File: src/rtl/alu_seq_pkg.sv
// rtl/alu_seq_pkg.sv - shared ALU op codes, input-select/enable constants and sequencer state encoding
package alu_seq_pkg;

    localparam int unsigned ALU_DATA_WIDTH = 16;
    localparam int unsigned ALU_OP_WIDTH   = 4;

    localparam logic [ALU_OP_WIDTH-1:0] ALU_OP_ADD = 4'd0;
    localparam logic [ALU_OP_WIDTH-1:0] ALU_OP_SUB = 4'd1;
    localparam logic [ALU_OP_WIDTH-1:0] ALU_OP_AND = 4'd2;
    localparam logic [ALU_OP_WIDTH-1:0] ALU_OP_OR  = 4'd3;
    localparam logic [ALU_OP_WIDTH-1:0] ALU_OP_XOR = 4'd4;
    localparam logic [ALU_OP_WIDTH-1:0] ALU_OP_NOT = 4'd5;
    localparam logic [ALU_OP_WIDTH-1:0] ALU_OP_INC = 4'd6;
    localparam logic [ALU_OP_WIDTH-1:0] ALU_OP_DEC = 4'd7;
    localparam logic [ALU_OP_WIDTH-1:0] ALU_OP_NEG = 4'd8;

    localparam logic ALU_SEL_IN1 = 1'b0;
    localparam logic ALU_SEL_IN2 = 1'b1;
    localparam logic ALU_EN_ON   = 1'b1;
    localparam logic ALU_EN_OFF  = 1'b0;

    typedef enum logic [2:0] {
        ST_IDLE   = 3'd0,
        ST_LOAD_A = 3'd1,
        ST_LOAD_B = 3'd2,
        ST_EXEC   = 3'd3,
        ST_CAPT   = 3'd4,
        ST_RESP   = 3'd5
    } seq_state_e;

    // Undefined codes are pass-through of input 1, so they only need operand A.
    function automatic logic alu_op_is_unary(input logic [ALU_OP_WIDTH-1:0] op);
        case (op)
            ALU_OP_ADD, ALU_OP_SUB, ALU_OP_AND, ALU_OP_OR, ALU_OP_XOR: return 1'b0;
            default: return 1'b1;
        endcase
    endfunction

endpackage

File: src/rtl/alu_seq.sv
// rtl/alu_seq.sv - request/response sequencer that serialises operands onto the ALU shared input bus
module alu_seq
    import alu_seq_pkg::*;
#(
    parameter int unsigned DATA_WIDTH = 16,
    parameter int unsigned OP_WIDTH   = 4
) (
    input  logic                  clk,
    input  logic                  rst,
    input  logic                  req_valid,
    output logic                  req_ready,
    input  logic [OP_WIDTH-1:0]   req_op,
    input  logic [DATA_WIDTH-1:0] req_a,
    input  logic [DATA_WIDTH-1:0] req_b,
    output logic                  rsp_valid,
    input  logic                  rsp_ready,
    output logic [DATA_WIDTH-1:0] rsp_data,
    output logic                  alu_en,
    output logic                  alu_in_select,
    output logic [OP_WIDTH-1:0]   alu_op,
    output logic [DATA_WIDTH-1:0] alu_in,
    input  logic [DATA_WIDTH-1:0] alu_out
);

    seq_state_e            state_q;
    logic [OP_WIDTH-1:0]   op_q;
    logic [DATA_WIDTH-1:0] b_q;
    logic                  req_ready_q;
    logic                  rsp_valid_q;
    logic [DATA_WIDTH-1:0] rsp_data_q;
    logic                  alu_en_q;
    logic                  alu_sel_q;
    logic [DATA_WIDTH-1:0] alu_in_q;

    // Operand A goes straight into the bus register on accept; alu_in_q holds it through LOAD_A.
    always_ff @(posedge clk) begin
        if (rst) begin
            state_q     <= ST_IDLE;
            op_q        <= '0;
            b_q         <= '0;
            req_ready_q <= 1'b1;
            rsp_valid_q <= 1'b0;
            rsp_data_q  <= '0;
            alu_en_q    <= ALU_EN_OFF;
            alu_sel_q   <= ALU_SEL_IN1;
            alu_in_q    <= '0;
        end else begin
            case (state_q)
                ST_IDLE: begin
                    if (req_valid) begin
                        op_q        <= req_op;
                        b_q         <= req_b;
                        req_ready_q <= 1'b0;
                        alu_en_q    <= ALU_EN_ON;
                        alu_sel_q   <= ALU_SEL_IN1;
                        alu_in_q    <= req_a;
                        state_q     <= ST_LOAD_A;
                    end
                end
                ST_LOAD_A: begin
                    if (alu_op_is_unary(op_q)) begin
                        alu_en_q <= ALU_EN_OFF;
                        state_q  <= ST_EXEC;
                    end else begin
                        alu_en_q  <= ALU_EN_ON;
                        alu_sel_q <= ALU_SEL_IN2;
                        alu_in_q  <= b_q;
                        state_q   <= ST_LOAD_B;
                    end
                end
                ST_LOAD_B: begin
                    alu_en_q <= ALU_EN_OFF;
                    state_q  <= ST_EXEC;
                end
                ST_EXEC: begin
                    state_q <= ST_CAPT;
                end
                ST_CAPT: begin
                    rsp_data_q  <= alu_out;
                    rsp_valid_q <= 1'b1;
                    state_q     <= ST_RESP;
                end
                ST_RESP: begin
                    if (rsp_ready) begin
                        rsp_valid_q <= 1'b0;
                        req_ready_q <= 1'b1;
                        state_q     <= ST_IDLE;
                    end
                end
                default: begin
                    rsp_valid_q <= 1'b0;
                    req_ready_q <= 1'b1;
                    alu_en_q    <= ALU_EN_OFF;
                    state_q     <= ST_IDLE;
                end
            endcase
        end
    end

    assign req_ready     = req_ready_q;
    assign rsp_valid     = rsp_valid_q;
    assign rsp_data      = rsp_data_q;
    assign alu_en        = alu_en_q;
    assign alu_in_select = alu_sel_q;
    assign alu_op        = op_q;
    assign alu_in        = alu_in_q;

endmodule

File: config.mk
export PLATFORM = sky130hd
export DESIGN_NAME = alu_seq
export DESIGN_NICKNAME = d
export VERILOG_FILES = /design/src/rtl/alu_seq_pkg.sv /design/src/rtl/alu_seq.sv
export SDC_FILE = /design/constraint.sdc
export NUM_CORES = 1
export LEC_CHECK = 0
export CAP_MARGIN = 20
export CORE_MARGIN = 10
export CORE_UTILIZATION = 43
export DETAILED_ROUTE_END_ITERATION = 12
export GPL_ROUTABILITY_DRIVEN = 0
export GPL_TIMING_DRIVEN = 0
export HOLD_SLACK_MARGIN = 0.03
export PLACE_DENSITY = 0.79
export SETUP_SLACK_MARGIN = 0.5
export SLEW_MARGIN = 20
export SYNTH_ARGS = -nofsm -noshare
export SYNTH_HDL_FRONTEND = slang
export SYNTH_SLANG_ARGS = --single-unit
File: constraint.sdc
create_clock -name clk -period 2.55 [get_ports clk]
set_clock_uncertainty 0.05 [all_clocks]
set_input_delay 0.3825 -clock clk [delete_from_list [all_inputs] [get_ports clk]]
set_output_delay 0.3825 -clock clk [all_outputs]
set_load 0.02 [all_outputs]
=== Word-level counts from Yosys, hierarchy flattened ===
Index checks and enable logic that the tools add are counted.

* Flip-flop bits (word level): 59
* Latch bits: 0
* Memory bits (writable): 0
* Bits in read-only memories: 0
* Bits of input ports: 56
* Output and inout bits: 40
* Word-level logic and storage cells: 57
* Memories: 0

* $add $sub $neg: 0
* Multipliers: 0
* Divide/modulo/power cells: 0
* Magnitude comparators: 0
* Equal/unequal tests: 12
* Shift-type cells: 0
* Muxes and demuxes: 20
* Bitwise gates (word level): 3
* Reduce and logical (&&, ||, !) cells: 13

{| class="wikitable"
|+ Operator list
! cell !! number
|-
| 16-bit 2-to-1 mux || 2
|-
| 16-bit one-hot mux with 2 select lines || 1
|-
| 3-bit one-hot mux with 6 select lines || 1
|-
| 1-bit 2-to-1 mux || 10
|-
| 1-bit one-hot mux with 3 select lines || 3
|-
| 4-bit by 2-bit == test with 1-bit output (second input constant) || 2
|-
| 2-bit AND reduction || 4
|-
| 4-bit OR reduction || 2
|-
| 3-bit by 2-bit == test with 1-bit output (second input constant) || 2
|-
| 3-bit == test (second input constant) || 2
|-
| 3-bit 2-to-1 mux || 2
|-
| 2-bit != test (second input constant) || 3
|-
| 3-bit AND reduction || 2
|-
| 5-bit OR reduction || 1
|-
| 4-bit by 1-bit == test with 1-bit output (second input constant) || 1
|-
| 4-bit by 3-bit == test with 1-bit output (second input constant) || 1
|-
| 4-bit logical NOT || 1
|-
| 3-bit by 1-bit == test with 1-bit output (second input constant) || 1
|-
| 3-bit logical NOT || 1
|-
| 1-bit inverter || 3
|-
| 3-bit OR reduction || 1
|-
| 1-bit one-hot mux with 2 select lines || 1
|-
| 2-bit nonzero test || 1
|}

=== Logic depth before layout (Yosys ltp) ===
Gate-level depths: netlist of the first run.

* Depth in word-level cells: 7
* Mapped depth: 6
* Depth with buffers taken out: 3

=== Worst setup path after synthesis of the first run ===
No wires, ideal clock.

* Path kind: register to register
* From: reg state_q[0]
* To: reg alu_in_q[4] (netlist: alu_in[4])
* Setup time: 0.139 ns
* Arrival: 1.646 ns
* Required time: 2.361 ns
* Setup slack: 0.715 ns
* Cell stages (with the launch flop): 7
* Path buffers: 3
* Clock period less this slack: 1.835 ns
* Cells stage by stage: dfxtp_1 buf_2 or4b_2 clkbuf_1 o31ai_2 buf_6 a221oi_1

* Word-level cells in the longest chain between the ends: 3
* Elaborated cells on any way between the ends: 7
* Classes of those cells: eq/ne (3); mux (1); reduce/logical (3)

{| class="wikitable"
|+ RTL lines
! item !! RTL line !! text
|-
| from (decl) || alu_seq.sv:25 || <nowiki>seq_state_e state_q;</nowiki>
|-
| from (signal assigned) || alu_seq.sv:38 || <nowiki>state_q <= ST_IDLE;</nowiki>
|-
| from (signal assigned) || alu_seq.sv:57 || <nowiki>state_q <= ST_LOAD_A;</nowiki>
|-
| from (signal assigned) || alu_seq.sv:63 || <nowiki>state_q <= ST_EXEC;</nowiki>
|-
| 3-bit by 1-bit == test with 1-bit output / 3-bit logical NOT (equally long branches) || alu_seq.sv:48 || <nowiki>case (state_q)</nowiki>
|-
| 2-bit != test (no source line) / 2-bit nonzero test (equally long branches) || -- ||
|-
| 3-bit AND reduction (no source line) || -- ||
|-
| to (signal assigned) || alu_seq.sv:56 || <nowiki>alu_in_q <= req_a;</nowiki>
|-
| to (signal assigned) || alu_seq.sv:67 || <nowiki>alu_in_q <= b_q;</nowiki>
|-
| to (decl) || alu_seq.sv:33 || <nowiki>logic [DATA_WIDTH-1:0] alu_in_q;</nowiki>
|}

Parallel ways exist; a longest one is shown, timed or not.
A chain may end at the register's enable or synchronous reset.

=== Worst setup path after layout of the first run ===
* From: reg state_q[2]
* To: reg alu_in_q[12] (netlist: alu_in[12])

Same word-level chain as after synthesis.

==> flow_metrics.env, run 1 <==
export IMPL_worst_pin_slew_ns=0.6902
export IMPL_slew_violations=0
export IMPL_setup_viol=0
export IMPL_critPathBufInv=3
export IMPL_stdcell_area_um2=3719
export IMPL_cts_tree="yes"
export IMPL_path_depth=6
export IMPL_place_area_um2=3442
export IMPL_synth_area_leaders="dfxtp_1 49%, nand2_1 12%, a21oi_1 8.1%"
export IMPL_die_h_um=94.88
export IMPL_num_rows=27
export IMPL_dp_cells=438
export IMPL_antenna_cells=0
export IMPL_cts_sinks=59
export IMPL_dr_pass1_iters=4
export IMPL_overflow=0
export IMPL_grt_max_degree=12
export IMPL_end_kind="flop"
export IMPL_critPathKind="flop to flop"
export IMPL_cp_slowest_cell="or3b_1"
export IMPL_rsz0062_at_grt="yes"
export IMPL_critical_path_max_fanout=10
export IMPL_ys_flop_type="dfxtp_1"
export IMPL_nets=437
export IMPL_run_status="complete, no violations"
export IMPL_syn2layout_area_growth_pct=54.23
export IMPL_cts_root_buffer="clkbuf_8"
export IMPL_numPortBuffers=94
export IMPL_cts_buffers=9
export IMPL_yosys_top_cells_count="74 x nand2_1, 59 x dfxtp_1, 39 x a21oi_1"
export IMPL_syn_inst=272
export IMPL_antenna_found_initial=0
export IMPL_required_ns=2.75
export IMPL_nFillCells=479
export IMPL_r2r_cells=6
export IMPL_p_leak_nw=1.411
export IMPL_wl_mm=7.015
export IMPL_hold_viol=0
export IMPL_startpoint_type="flop"
export IMPL_wire_per_inst_um=15.32
export IMPL_drive_above_1_share_pct=11.92
export IMPL_clk_latency_ns=0.33
export IMPL_hpwl_mm=5.123
export IMPL_cpPeakStageDelay_ns=0.41
export IMPL_antenna_left=0
export IMPL_yosysTopAreaCell="dfxtp_1"
export IMPL_whs_path_depth=2
export IMPL_grt_pass1_wl_mm=11.15
export IMPL_die_w_um=94.88
export IMPL_synth_top_cell_area_share_pct=48.99
export IMPL_hp_class="flop to flop"
export IMPL_synth_warnings=0
export IMPL_relSlewSlack_pct=53.99
export IMPL_yosysMostFrequentCell="nand2_1"
export IMPL_synth_cell_types=33
export IMPL_drt_iter0_markers=68
export IMPL_fin_cells=458
export IMPL_syn_area_per_cell_um2=8.864
export IMPL_synth_seq_area_share_pct=48.99
export IMPL_coreArea_um2=5473
export IMPL_grt_pass1_vias=2308
export IMPL_setup_tns_ns=0
export IMPL_drv_cap=0
export IMPL_vias=2283
export IMPL_path_common_cell="buf_6"
export IMPL_power_density_nw_per_um2=765.5
export IMPL_io_pins=96
export IMPL_path_cells="or3b_1 -> buf_6 -> or3_1 -> buf_2 -> buf_6 -> a221oi_2"
export IMPL_synth_edf_count=0
export IMPL_min_period_ns=1.961
export IMPL_drc=0
export IMPL_initial_core_util_pct=44.06
export IMPL_vdd_ir_drop_max_v=0.0003821
export IMPL_clockBufferDepth=2
export IMPL_syn_area_um2=2411
export IMPL_grt_use_total_pct=15.76
export IMPL_h_tree_depth=3
export IMPL_yosys_register_bits=59
export IMPL_total_power_mw=2.846
export IMPL_synthesis_nets=328
export IMPL_async_flop_share_pct=0
export IMPL_cp_top_family="simple AND/OR/NAND/NOR gates"
export IMPL_dieArea_um2=9002
export IMPL_hold_ws_ns=0.4057
export IMPL_arrival_ns=2.16
export IMPL_path_clk_slew_ns=0.07
export IMPL_viasPerCell=4.985
export IMPL_fmax_mhz=510.0
export IMPL_finalCritPeriodShare_pct=76.90
[cells by family after synthesis]
group	share of synthesized area (%)
xor+xnor	0.3633
simple gates	19.36
compound gates	19.67
buf+inv	4.981
mux	6.642
flops	48.99
[placed cells by master, fill, tap and decap left out, drive strengths merged, types with 2 or more instances in the layout]
cell           Yosys  final
nand3b             2      2
or3b               2      2
nand2             74     74
clkinv             0      2
nand2b             4      4
clkdlybuf4s50      0     94
nor2              17     17
bufinv             0      2
buf                6     11
a21oi             39     39
dfxtp             59     59
clkbuf            18     26
mux2i             16     16
clkinvlp           0      3
a221oi            16     16
[power by group]
part,internal [mW],switching [mW]
clock network,0.546,0.379
registers,1.03,0.0602
logic,0.406,0.424
[worst paths after layout]
kind                                               from                      end  slack [ns]
worst max-delay path            state_q[2]$_SDFFE_PP0P_  alu_in[12]$_SDFFE_PP0P_        0.59
worst min-delay path               b_q[11]$_SDFFE_PP0P_     b_q[11]$_SDFFE_PP0P_        0.41
worst max register to register  state_q[2]$_SDFFE_PP0P_  alu_in[12]$_SDFFE_PP0P_        0.59
worst min register to register     b_q[11]$_SDFFE_PP0P_     b_q[11]$_SDFFE_PP0P_        0.41
[final cells by class]
cell class	instances	area, um2	area share, %
Buffer	24	122.6	3.297
Clock buffer	9	123.9	3.331
Clock inverter	7	92.59	2.490
Multi-Input combinational cell	188	1130	30.38
Timing Repair Buffer	98	974.7	26.21
Inverter	1	3.754	0.1009
Sequential cell	59	1181	31.76
Tap cell	72	90.09	2.423
[stage by stage]
step	util (%)	setup slack, ns
floorplan	-	0.7150
global placement	62.89	0.1430
detailed placement	62.89	0.1346
CTS	67.24	0.5054
global route	67.95	0.4848
finish	67.95	0.5892
[state kept, by name, indices dropped and copies added (netlist names)]
| name | count |
|---|---|
| alu_en | 1 |
| alu_in | 16 |
| alu_in_select | 1 |
| alu_op | 4 |
| b_q | 16 |
| req_ready | 1 |
| rsp_data | 16 |
| rsp_valid | 1 |
| state_q | 3 |
[worst min-delay path, stage by stage (launching register included)]
cell,delay (ns)
dfxtp_1,0.31
nand2_1,0.05
a21oi_1,0.05
[timing repair]
action / CTS / global route
gates resized for setup: 3 / 13
buffers inserted: 0 / 3
hold buffers: 0 / 0
gates cloned: 1 / 0
setup endpoints to repair: 20 / 32
[layer usage]
metal	GRT usage, %	up-vias	routed length (um)
li1	-	1149	-
met5	0	-	0
met2	24.94	74	3322
met1	17.78	1052	2810
met4	5.237	0	83
met3	8.565	8	798
Note: power is estimated with default switching activity, not from simulation.
==> run 2: changes to the inputs <==
Clock period 2.55 ns to 1.9 ns, I/O delays scaled along.
==> run 2 against run 1 <==
Core utilization rose by 6.8 points. Design area is 10% higher. Global-route usage grew 1.6 points. Clock power grew 20%. Power increased by 40%. Sequential share of layout area decreased by 2.7 points. Combinational power up 67%. Via count increased by 5.7%. Wire length rose by 13%. Count of clock-buffer cells in the layout grew 6. Final cell count increased by 4.4%. Register-to-register slack worse by 0.57 ns. Critical path type unchanged. Highest routed layer unchanged.
==> flow_metrics.env, run 2 (same netlist as run 1, synthesis figures left out) <==
export IMPL_required_ns=2.10
export IMPL_end_kind="flop"
export IMPL_initial_core_util_pct=44.06
export IMPL_hold_viol=0
export IMPL_p_int_mw=2.716
export IMPL_drt_iter0_markers=86
export IMPL_grt_use_total_pct=17.35
export IMPL_drive_above_1_share_pct=21.43
export IMPL_vdd_ir_drop_max_v=0.0005628
export IMPL_critical_path_max_fanout=5
export IMPL_total_power_mw=3.972
export IMPL_whs_path_depth=2
export IMPL_relSlewSlack_pct=47.99
export IMPL_arrival_ns=2.08
export IMPL_fmax_mhz=531.4
export IMPL_run_status="complete, no violations"
export IMPL_worstReg2RegEnd="alu_in[14]$_SDFFE_PP0P_"
export IMPL_hold_ws_ns=0.4013
export IMPL_worst_pin_slew_ns=0.7802
export IMPL_hold_end="rsp_data[5]$_SDFFE_PP0P_"
export IMPL_cts_buffers=9
export IMPL_drv_cap=0
export IMPL_min_from="rsp_data[5]$_SDFFE_PP0P_"
export IMPL_rrSetupSlack_ns=0.02
export IMPL_antenna_left=0
export IMPL_wl_mm=7.921
export IMPL_die_h_um=94.88
export IMPL_num_rows=27
export IMPL_fin_util_pct=74.78
export IMPL_viasPerCell=5.048
export IMPL_p_leak_nw=1.761
export IMPL_reg2reg_from="state_q[2]$_SDFFE_PP0P_"
export IMPL_setup_viol=0
export IMPL_crit_start="state_q[2]$_SDFFE_PP0P_"
export IMPL_startpoint_type="flop"
export IMPL_numPortBuffers=94
export IMPL_final_cell_mix="70 x nand2_1, 55 x dfxtp_1, 53 x clkdlybuf4s50_1"
export IMPL_slew_violations=0
export IMPL_die_w_um=94.88
export IMPL_antenna_cells=0
export IMPL_nets=457
export IMPL_syn2layout_area_growth_pct=69.75
export IMPL_pwr_share_seq_pct=37.1
export IMPL_finalCritPeriodShare_pct=99.04
export IMPL_pwr_share_clk_pct=27.9
export IMPL_clk_latency_ns=0.34
export IMPL_dr_pass1_iters=4
export IMPL_sw_frac_of_total_pct=31.61
export IMPL_io_pins=96
export IMPL_vias=2413
export IMPL_drc=0
export IMPL_cts_sinks=59
export IMPL_antenna_found_initial=0
export IMPL_grt_max_degree=11
export IMPL_path_clk_slew_ns=0.07
export IMPL_cts_root_buffer="clkbuf_8"
export IMPL_layout_commonest_cell="nand2_1"
export IMPL_cts_tree="yes"
export IMPL_fin_cells=478
export IMPL_grt_pass1_vias=2467
export IMPL_overflow=0
export IMPL_wire_per_inst_um=16.57
export IMPL_min_period_ns=1.882
export IMPL_power_density_nw_per_um2=970.6
export IMPL_hpwl_mm=5.212
export IMPL_grt_pass1_wl_mm=12.32
export IMPL_p_sw_mw=1.256
export IMPL_hp_class="flop to flop"
export IMPL_critPathKind="flop to flop"
export IMPL_h_tree_depth=3
export IMPL_hold_buffers=0
export IMPL_r2r_cells=6
export IMPL_setup_tns_ns=0
export IMPL_dp_cells=438
export IMPL_rsz0062_at_grt="yes"
export IMPL_clockBufferDepth=2
export IMPL_combinationalPowerShare_pct=35.1
export IMPL_dieArea_um2=9002
export IMPL_coreArea_um2=5473
[run 2: through the flow]
stage	worst slack (ns)	cell area (um2)
after floorplan	0.1095	2474
after global placement	-0.3713	3505
after detailed placement	-0.3864	3505
after CTS	0.06162	3984
after global routing	-0.01863	4093
final	0.01829	4093
[run 2: per-layer routing]
layer | GRT usage (%) | routed length [um] | part of all wire [%] | up-vias
li1 | - | - | - | 1192
met1 | 18.54 | 3143 | 40 | 1132
met5 | 0 | 0 | 0 | -
met2 | 29.41 | 3906 | 49 | 75
met4 | 7.980 | 128 | 1.6 | 0
met3 | 7.058 | 743 | 9.4 | 14
[run 2: timing repair]
item | in CTS | in global routing
cloned | 4 | 2
gates resized for setup | 81 | 23
endpoints found under the setup margin | 96 | 65
buffers inserted | 15 | 3
pin swaps | 17 | 5
[run 2: area by class of cell]
type	instances	area, um2
Inverter	1	3.754
Sequential cell	59	1191
Buffer	24	244.0
Fill cell	407	1380
Tap cell	72	90.09
Multi-Input combinational cell	188	1211
Timing Repair Buffer	118	1161
Clock inverter	1	5.005
Clock buffer	15	186.4
[run 2: worst max-delay path by stage]
| stage | endpoint | slack, ns | cells past startpoint |
|---|---|---|---|
| global placement | alu_in[5]$_SDFFE_PP0P_ | -0.37 | 5 |
| detailed placement | alu_in[9]$_SDFFE_PP0P_ | -0.39 | 5 |
| finish | alu_in[14]$_SDFFE_PP0P_ | 0.02 | 6 |
| floorplan | alu_in[10]$_SDFFE_PP0P_ | 0.11 | 6 |
| CTS | alu_in[10]$_SDFFE_PP0P_ | 0.06 | 6 |
| global route | alu_in[12]$_SDFFE_PP0P_ | -0.02 | 6 |
[run 2: critical path: stages, from the launching register on]
cell and delay (ns):
dfxtp_4 0.34, or3b_1 0.38, buf_6 0.14, or3_4 0.38, buf_8 0.15, buf_6 0.12, a221oi_2 0.23
[run 2: power groups by stage]
| stage | clock network [mW] | registers [mW] | logic, mW |
|---|---|---|---|
| detailed placement | 0 | 1.50 | 1.12 |
| global route | 1.18 | 1.49 | 1.49 |
| finish | 1.11 | 1.47 | 1.39 |
| floorplan | 0 | 1.61 | 0.551 |
| CTS | 1.11 | 1.47 | 1.30 |
| global placement | 0 | 1.49 | 1.10 |
==> run 3: changes to the inputs <==
Settings changed: CORE_UTILIZATION 43 to 46, PLACE_DENSITY 0.79 to 0.84.
Clock period 1.9 ns to 2.4 ns, I/O delays scaled along.
==> run 3 against run 2 <==
Core utilization fell by 1.1 points. Final cell count is 3.6% lower. Combinational power is 32% lower. Via count shrank 4.9%. Design area is 8.0% lower. Count of clock-buffer cells in the layout down 1. Critical path depth unchanged. Non-clock buffer count is 16 lower. Power down 27%. Wire length shrank 11%. Critical endpoint is now alu_in[4]$_SDFFE_PP0P_.
==> flow_metrics.env, run 3 (same netlist as run 1, synthesis figures left out) <==
export IMPL_met3_usage_pct=7.990
export IMPL_hp_class="flop to flop"
export IMPL_cts_sinks=59
export IMPL_startpoint_type="flop"
export IMPL_layout_commonest_cell="clkdlybuf4s50_1"
export IMPL_clk_latency_ns=0.32
export IMPL_die_w_um=92.40
export IMPL_met2_usage_pct=27.88
export IMPL_setup_viol=0
export IMPL_nets=441
export IMPL_cts_buffers=9
export IMPL_dr_pass1_iters=4
export IMPL_overflow=0
export IMPL_grt_pass1_wl_mm=11.31
export IMPL_h_tree_depth=3
export IMPL_syn2layout_area_growth_pct=56.10
export IMPL_grt_util_met1_pct=16.76
export IMPL_run_status="complete, no violations"
export IMPL_drt_iter0_markers=104
export IMPL_grt_max_degree=11
export IMPL_grt_pass1_vias=2376
export IMPL_drive_above_1_share_pct=12.56
export IMPL_antenna_left=0
export IMPL_power_density_nw_per_um2=770.5
export IMPL_required_ns=2.57
export IMPL_wire_per_inst_um=15.26
export IMPL_num_rows=26
export IMPL_relSlewSlack_pct=50.85
export IMPL_path_clk_slew_ns=0.07
export IMPL_grt_use_total_pct=16.16
export IMPL_total_power_mw=2.900
export IMPL_antenna_found_initial=1
export IMPL_min_from="rsp_data[1]$_SDFFE_PP0P_"
export IMPL_critical_path_max_fanout=6
export IMPL_whs_path_depth=2
export IMPL_dieArea_um2=8537
export IMPL_drc=0
export IMPL_critPathKind="flop to flop"
export IMPL_numPortBuffers=94
export IMPL_vias=2295
export IMPL_die_h_um=92.40
export IMPL_worst_pin_slew_ns=0.7373
export IMPL_wl_mm=7.037
export IMPL_fin_cells=461
export IMPL_fmax_mhz=527.4
export IMPL_arrival_ns=2.06
export IMPL_hold_buffers=0
export IMPL_vdd_ir_drop_max_v=0.0004404
export IMPL_reg2reg_from="state_q[2]$_SDFFE_PP0P_"
export IMPL_rrSetupSlack_ns=0.50
export IMPL_finalCritPeriodShare_pct=79.01
export IMPL_grt_busiest_layer="met2"
export IMPL_final_cell_mix="93 x clkdlybuf4s50_1, 74 x nand2_1, 56 x dfxtp_1"
export IMPL_cts_tree="yes"
export IMPL_clockBufferDepth=2
export IMPL_cts_root_buffer="clkbuf_8"
export IMPL_drv_cap=0
export IMPL_dp_cells=436
export IMPL_slew_violations=0
export IMPL_hold_end="rsp_data[1]$_SDFFE_PP0P_"
export IMPL_r2r_cells=6
export IMPL_coreArea_um2=5107
export IMPL_initial_core_util_pct=47.21
export IMPL_dpl_worst_slack_ns=-0.02158
export IMPL_worstReg2RegEnd="alu_in[4]$_SDFFE_PP0P_"
export IMPL_io_pins=96
export IMPL_hold_viol=0
export IMPL_hpwl_mm=5.183
export IMPL_viasPerCell=4.978
export IMPL_end_kind="flop"
export IMPL_p_leak_nw=1.445
export IMPL_rsz0062_at_grt="yes"
export IMPL_min_period_ns=1.896
export IMPL_setup_slack_ns=0.5038
==> run 3: changes by cell type in the layout (fill, tap and decap cells not counted), sizes merged <==
cell	delta
clkdlybuf4s50	+40
buf	-17
dlygate4sd2	-32
clkinv	+1
clkdlybuf4s15	-8
diode	+1
==> run 3: area by class of cell <==
class                   instances  area (um2)
repair buffers                102        1023
clock inverters                 2       10.01
flip-flops and latches         59        1187
fillers                       407        1344
inverters                       1       3.754
multi-input cells             188        1141
well taps                      70       87.58
diodes                          1       2.502
clock buffers                  14       162.7
plain buffers                  24       145.1
==> run 3: through the flow <==
stage | util [%] | TNS (ns) | hold slack [ns] | instance area, um2
5_1_grt | 73.69 | 0 | 0.4262 | 3764
3_5_place_dp | 67.34 | -0.03131 | 0.3958 | 3440
2_1_floorplan | - | 0 | 0.3857 | 2411
4_1_cts | 71.85 | 0 | 0.4069 | 3670
6_report | 73.69 | 0 | 0.4046 | 3764
3_3_place_gp | 67.34 | -0.01768 | 0.3911 | 3440
==> run 3: worst max-delay path by stage <==
stage                                   endpoint  slack, ns                    start
after CTS                 alu_in[9]$_SDFFE_PP0P_       0.47  state_q[2]$_SDFFE_PP0P_
after global routing      alu_in[4]$_SDFFE_PP0P_       0.44  state_q[1]$_SDFFE_PP0P_
after detailed placement  alu_in[4]$_SDFFE_PP0P_      -0.02                req_valid
after global placement    alu_in[5]$_SDFFE_PP0P_     -0.008                req_valid
final                     alu_in[4]$_SDFFE_PP0P_       0.50  state_q[2]$_SDFFE_PP0P_
after floorplan           alu_in[4]$_SDFFE_PP0P_       0.57  state_q[0]$_SDFFE_PP0P_
==> run 3: routing by layer <==
metal	share of wire [%]	routed length, um
met2	50	3495
met5	0	0
met3	10	738
met1	39	2737
met4	0.92	65
==> run 3: power breakdown <==
group | switching [mW] | internal, mW
logic | 0.469 | 0.475
clock network | 0.363 | 0.429
registers | 0.0658 | 1.10
total | 0.898 | 2.00
==> run 3: repair_timing <==
action,4_1_cts,5_1_grt
setup buffers,3,4
pin swaps,0,4
endpoints found under the setup margin,48,47
gates resized for setup,11,16
gates cloned,1,0
==> run 3: critical path, cell delays in order, from the launching register on <==
cell	delay (ns)
dfxtp_4	0.37
or3b_1	0.36
buf_6	0.13
or3_1	0.31
buf_6	0.15
buf_12	0.12
a221oi_1	0.30
==> patch 1 (config.mk and constraints of run 1) <==
The 6 states of `seq_state_e` get a one-hot encoding in 6 bits.
--- a/src/rtl/alu_seq_pkg.sv
+++ b/src/rtl/alu_seq_pkg.sv
@@ -19,13 +19,13 @@
     localparam logic ALU_EN_ON   = 1'b1;
     localparam logic ALU_EN_OFF  = 1'b0;
 
-    typedef enum logic [2:0] {
-        ST_IDLE   = 3'd0,
-        ST_LOAD_A = 3'd1,
-        ST_LOAD_B = 3'd2,
-        ST_EXEC   = 3'd3,
-        ST_CAPT   = 3'd4,
-        ST_RESP   = 3'd5
+    typedef enum logic [5:0] {
+        ST_IDLE   = 6'b000001,
+        ST_LOAD_A = 6'b000010,
+        ST_LOAD_B = 6'b000100,
+        ST_EXEC   = 6'b001000,
+        ST_CAPT   = 6'b010000,
+        ST_RESP   = 6'b100000
     } seq_state_e;
 
     // Undefined codes are pass-through of input 1, so they only need operand A.
Check against the original RTL: same outputs for any inputs over 10 cycles, from zero or initial values and one cycle with rst high; not proved beyond that.
==> patch 1 against run 1 <==
Final area increased by 8.9%. Sequential cell count increased by 3. Setup slack got worse by 0.056 ns. Count of clock-buffer cells in the layout increased by 4. Routed wire length increased by 18%. Die area increased by 8.7%. Worst hold slack got worse by 0.0023 ns. Total power increased by 11%. Synthesized area increased by 11%. Critical path type unchanged. Critical endpoint is now alu_in_select. Largest cell class is now multi-input gates.
==> patch 1: results (changes against run 1) <==
\begin{tabular}{lr}
\hline
Metric & Value \\
\hline
\multicolumn{2}{l}{\textbf{Detailed routing}} \\
Final Routed Wirelength & 8.311 mm (+18\%) \\
Number of vias per cell after detailed routing & 5.253 (+5.4\%) \\
Via count & 2,579 (+13\%) \\
Initial DRC count & 87 (+28\%) \\
\multicolumn{2}{l}{\textbf{Logic synthesis}} \\
Post-synthesis xor/xnor area fraction & 0.6542\% (+0.29 points) \\
Post-Synthesis Net Count & 358 (+9.1\%) \\
Multiplexer share of the synthesized area & 5.981\% (-0.66 points) \\
Portion of the post-synthesis area used by sequential elements & 46.36\% (-2.6 points) \\
Biggest area contributors in the synthesized netlist & dfxtp\_1, nand2\_1, a21oi\_1, a311oi\_2, mux2i\_1 \\
Number of distinct library cell variants in the gate-level netlist after synthesis & 39 (+18\%) \\
Commonest cells in the netlist & nand2\_1, dfxtp\_1, a21oi\_1, clkbuf\_1, mux2i\_1 \\
Synth Area in Compound Gates & 24.44\% (+4.8 points) \\
\multicolumn{2}{l}{\textbf{Critical path}} \\
Crit path max-delay cell type & or4\_4 \\
Arrival time reported for the critical path endpoint & 2.21 ns (+0.05 ns) \\
Family with the most delay on the worst path & compound AO/OA/AOI/OAI gates \\
Max incr delay on CP & 0.52 ns (+0.11 ns) \\
\multicolumn{2}{l}{\textbf{Timing}} \\
Final hold slack & 0.4034 ns (-0.002289 ns) \\
Slew HR & 56.58\% (+2.6 points) \\
Setup slack of the critical path after layout & 0.5329 ns (-0.05624 ns) \\
\multicolumn{2}{l}{\textbf{Clock tree}} \\
Clock latency on the worst-skew pair & 0.35 ns (+0.02 ns) \\
\multicolumn{2}{l}{\textbf{Cells and area}} \\
Flip-flop and latch count & 62 (+5.1\%) \\
Sequential fraction of total cell area & 30.68\% (-1.1 points) \\
Buffers excl. clock & 124 (+1.6\%) \\
Clock-cell share of area & 6.148\% (+0.33 points) \\
\multicolumn{2}{l}{\textbf{Power}} \\
Sequential cell power & 1160 uW (+6\%) \\
Leakage power summed over all cells & 0.001553 uW (+10\%) \\
Switching power summed over all nets & 912.4 uW (+5.7\%) \\
Highest ir drop seen on vdd & 0.5361 mV (+40\%) \\
\multicolumn{2}{l}{\textbf{Min path}} \\
Start point of the worst hold path & rsp\_data[4] \\
Endpoint of the worst hold path & rsp\_data[4] \\
\multicolumn{2}{l}{\textbf{Placement}} \\
Setup slack after placement & 0.2347 ns (+0.1001 ns) \\
Standard cell area after detailed placement & 3712 um\^{}2 (+7.9\%) \\
Hpwl dp & 6.104 mm (+19\%) \\
\multicolumn{2}{l}{\textbf{Status}} \\
Status & completed \\
\multicolumn{2}{l}{\textbf{Global route}} \\
First-pass GRT wire length & 13.04 mm (+17\%) \\
\hline
\end{tabular}
patch 1: cell types whose count changed in the layout (fill, tap and decap cells not counted), sizes merged, moves of 3 or more:
cell,delta
nor2,-13
clkbuf,+3
nor2b,+4
dfxtp,+3
buf,+3
a21oi,+14
nand2,+3
clkinvlp,-3
o21ai,+6
a311oi,+17
a221oi,-15
patch 1: worst register-to-register path: stages, from the launching register on:
cell and delay [ns]:
dfxtp_2 0.35, buf_6 0.15, or4_4 0.52, a211oi_4 0.25, buf_6 0.16, buf_4 0.11, a21boi_0 0.10, o21ba_2 0.23
patch 1: routing by layer:
| layer | global-route usage, % | vias up | wire length (um) |
|---|---|---|---|
| li1 | - | 1284 | - |
| met1 | 18.51 | 1215 | 3338 |
| met2 | 26.50 | 70 | 4181 |
| met3 | 5.377 | 10 | 655 |
| met4 | 7.828 | 0 | 136 |
| met5 | 0 | - | 0 |
==> patch 2 (config.mk and constraints of run 1) <==
Without the edit above. Change the parameter `DATA_WIDTH` from 16 to 14.
--- a/src/rtl/alu_seq.sv
+++ b/src/rtl/alu_seq.sv
@@ -2,7 +2,7 @@
 module alu_seq
     import alu_seq_pkg::*;
 #(
-    parameter int unsigned DATA_WIDTH = 16,
+    parameter int unsigned DATA_WIDTH = 14,
     parameter int unsigned OP_WIDTH   = 4
 ) (
     input  logic                  clk,
Ports: changed (5 resized); port bits go from 96 to 86. The function was not compared with the original's and may differ.
==> patch 2 against run 1 <==
Core utilization fell by 1.1 points. Final area decreased by 13%. Routed wire length decreased by 14%. Maximum frequency shrank 2.1%. Via count down 12%. Setup slack worse by 0.042 ns. Synthesized area down 9.9%. Clock power shrank 45%. Synthesized cell count is 9.6% lower. Highest routed layer unchanged. Largest cell class unchanged. Sequential power down 10%. Sequential cell count down 6. Total power shrank 22%.
==> patch 2: results (changes against run 1) <==
\begin{tabular}{lr}
\hline
Metric & Value \\
\hline
\multicolumn{2}{l}{\textbf{Status}} \\
Status & completed \\
\multicolumn{2}{l}{\textbf{Cells and area}} \\
Number of nets at the end of the flow & 388 (-11\%) \\
Clk\_buf instances & 7 (-2) \\
Filler cell count & 444 (-7.3\%) \\
Sequential fraction of total cell area & 32.97\% (+1.2 points) \\
Number of multi-input combinational cells in the layout & 170 (-9.6\%) \\
Layout cells sized above 1 & 9.735\% (-2.2 points) \\
Final Core Density & 66.81\% (-1.1 points) \\
\multicolumn{2}{l}{\textbf{Global route}} \\
Global routing usage summed across all routing layers & 14.51\% (-1.3 points) \\
Number of global-route vias before repair & 2,031 (-12\%) \\
Pin count of the biggest net entering global routing & 16 (+4) \\
\multicolumn{2}{l}{\textbf{Logic synthesis}} \\
Multiplexer share of the synthesized area & 6.452\% (-0.19 points) \\
Synth Area in Compound Gates & 19.87\% (+0.21 points) \\
Biggest area contributors in the synthesized netlist & dfxtp\_1, nand2\_1, a21oi\_1, mux2i\_1, a221oi\_2 \\
Post-Synthesis Net Count & 296 (-9.8\%) \\
Portion of the post-synthesis area used by sequential elements & 48.85\% (-0.14 points) \\
Post-synthesis xor/xnor area fraction & 0.4032\% (+0.040 points) \\
Commonest cells in the netlist & nand2\_1, dfxtp\_1, a21oi\_1, clkbuf\_1, nor2\_1 \\
\multicolumn{2}{l}{\textbf{Placement}} \\
Standard cell area after detailed placement & 3097 um\^{}2 (-10\%) \\
Port bufs & 84 (-11\%) \\
Hpwl dp & 4.641 mm (-9.4\%) \\
\multicolumn{2}{l}{\textbf{Critical path}} \\
Worst reg-to-reg path cell count & 4 (-2) \\
Setup slack on the worst flop-to-flop path & 0.61 ns (+0.02 ns) \\
Origin of the critical flop-to-flop path & state\_q[0] \\
Crit path to & req\_ready \\
\multicolumn{2}{l}{\textbf{Detailed routing}} \\
Initial DRC count & 92 (+35\%) \\
Routed length on met2 & 2.730 mm (-18\%) \\
\multicolumn{2}{l}{\textbf{Timing}} \\
Setup slack of the critical path after layout & 0.5472 ns (-0.04199 ns) \\
Slew @ Worst Pin & 0.5975 ns (-0.09267 ns) \\
\multicolumn{2}{l}{\textbf{Clock tree}} \\
Clock-pin slew on the worst setup and hold paths & 0.09 ns (+0.02 ns) \\
Clock Sinks & 53 (-10\%) \\
Depth of the CTS H-tree & 2 (-1) \\
\multicolumn{2}{l}{\textbf{Min path}} \\
Start point of the worst hold path & rsp\_data[10] \\
Endpoint of the worst hold path & rsp\_data[10] \\
\multicolumn{2}{l}{\textbf{Power}} \\
Highest ir drop seen on vdd & 0.4541 mV (+19\%) \\
\hline
\end{tabular}
## patch 2: cell count changes after synthesis, sizes merged
cell | run 1 | this run
a21oi | 39 | 35
dfxtp | 59 | 53
mux2i | 16 | 14
nor2 | 17 | 15
nand2 | 74 | 66
a221oi | 16 | 14
buf | 6 | 7
clkbuf | 18 | 15
## patch 2: what timing repair did
action / CTS / global route
pin swaps: 0 / 0
cloned: 1 / 0
endpoints found under the setup margin: 2 / 22
gates resized for setup: 3 / 7
## patch 2: logic make-up after synthesis
kind of cell	after synthesis
AO/OA/AOI/OAI	59
AND/OR/NAND/NOR	96
buffers and inverters	23
XOR/XNOR	1
multiplexers	14
flip-flops	53
## patch 2: power breakdown
part / internal (uW) / switching (uW) / total (uW)
clock network: 246 / 261 / 506
logic: 349 / 374 / 723
registers: 926 / 54.3 / 980
## patch 2: worst max-delay path, cell delays in order
cell and delay (ns):
clkdlybuf4s50_1 0.54, or4b_2 0.66, buf_2 0.22, a221o_1 0.35
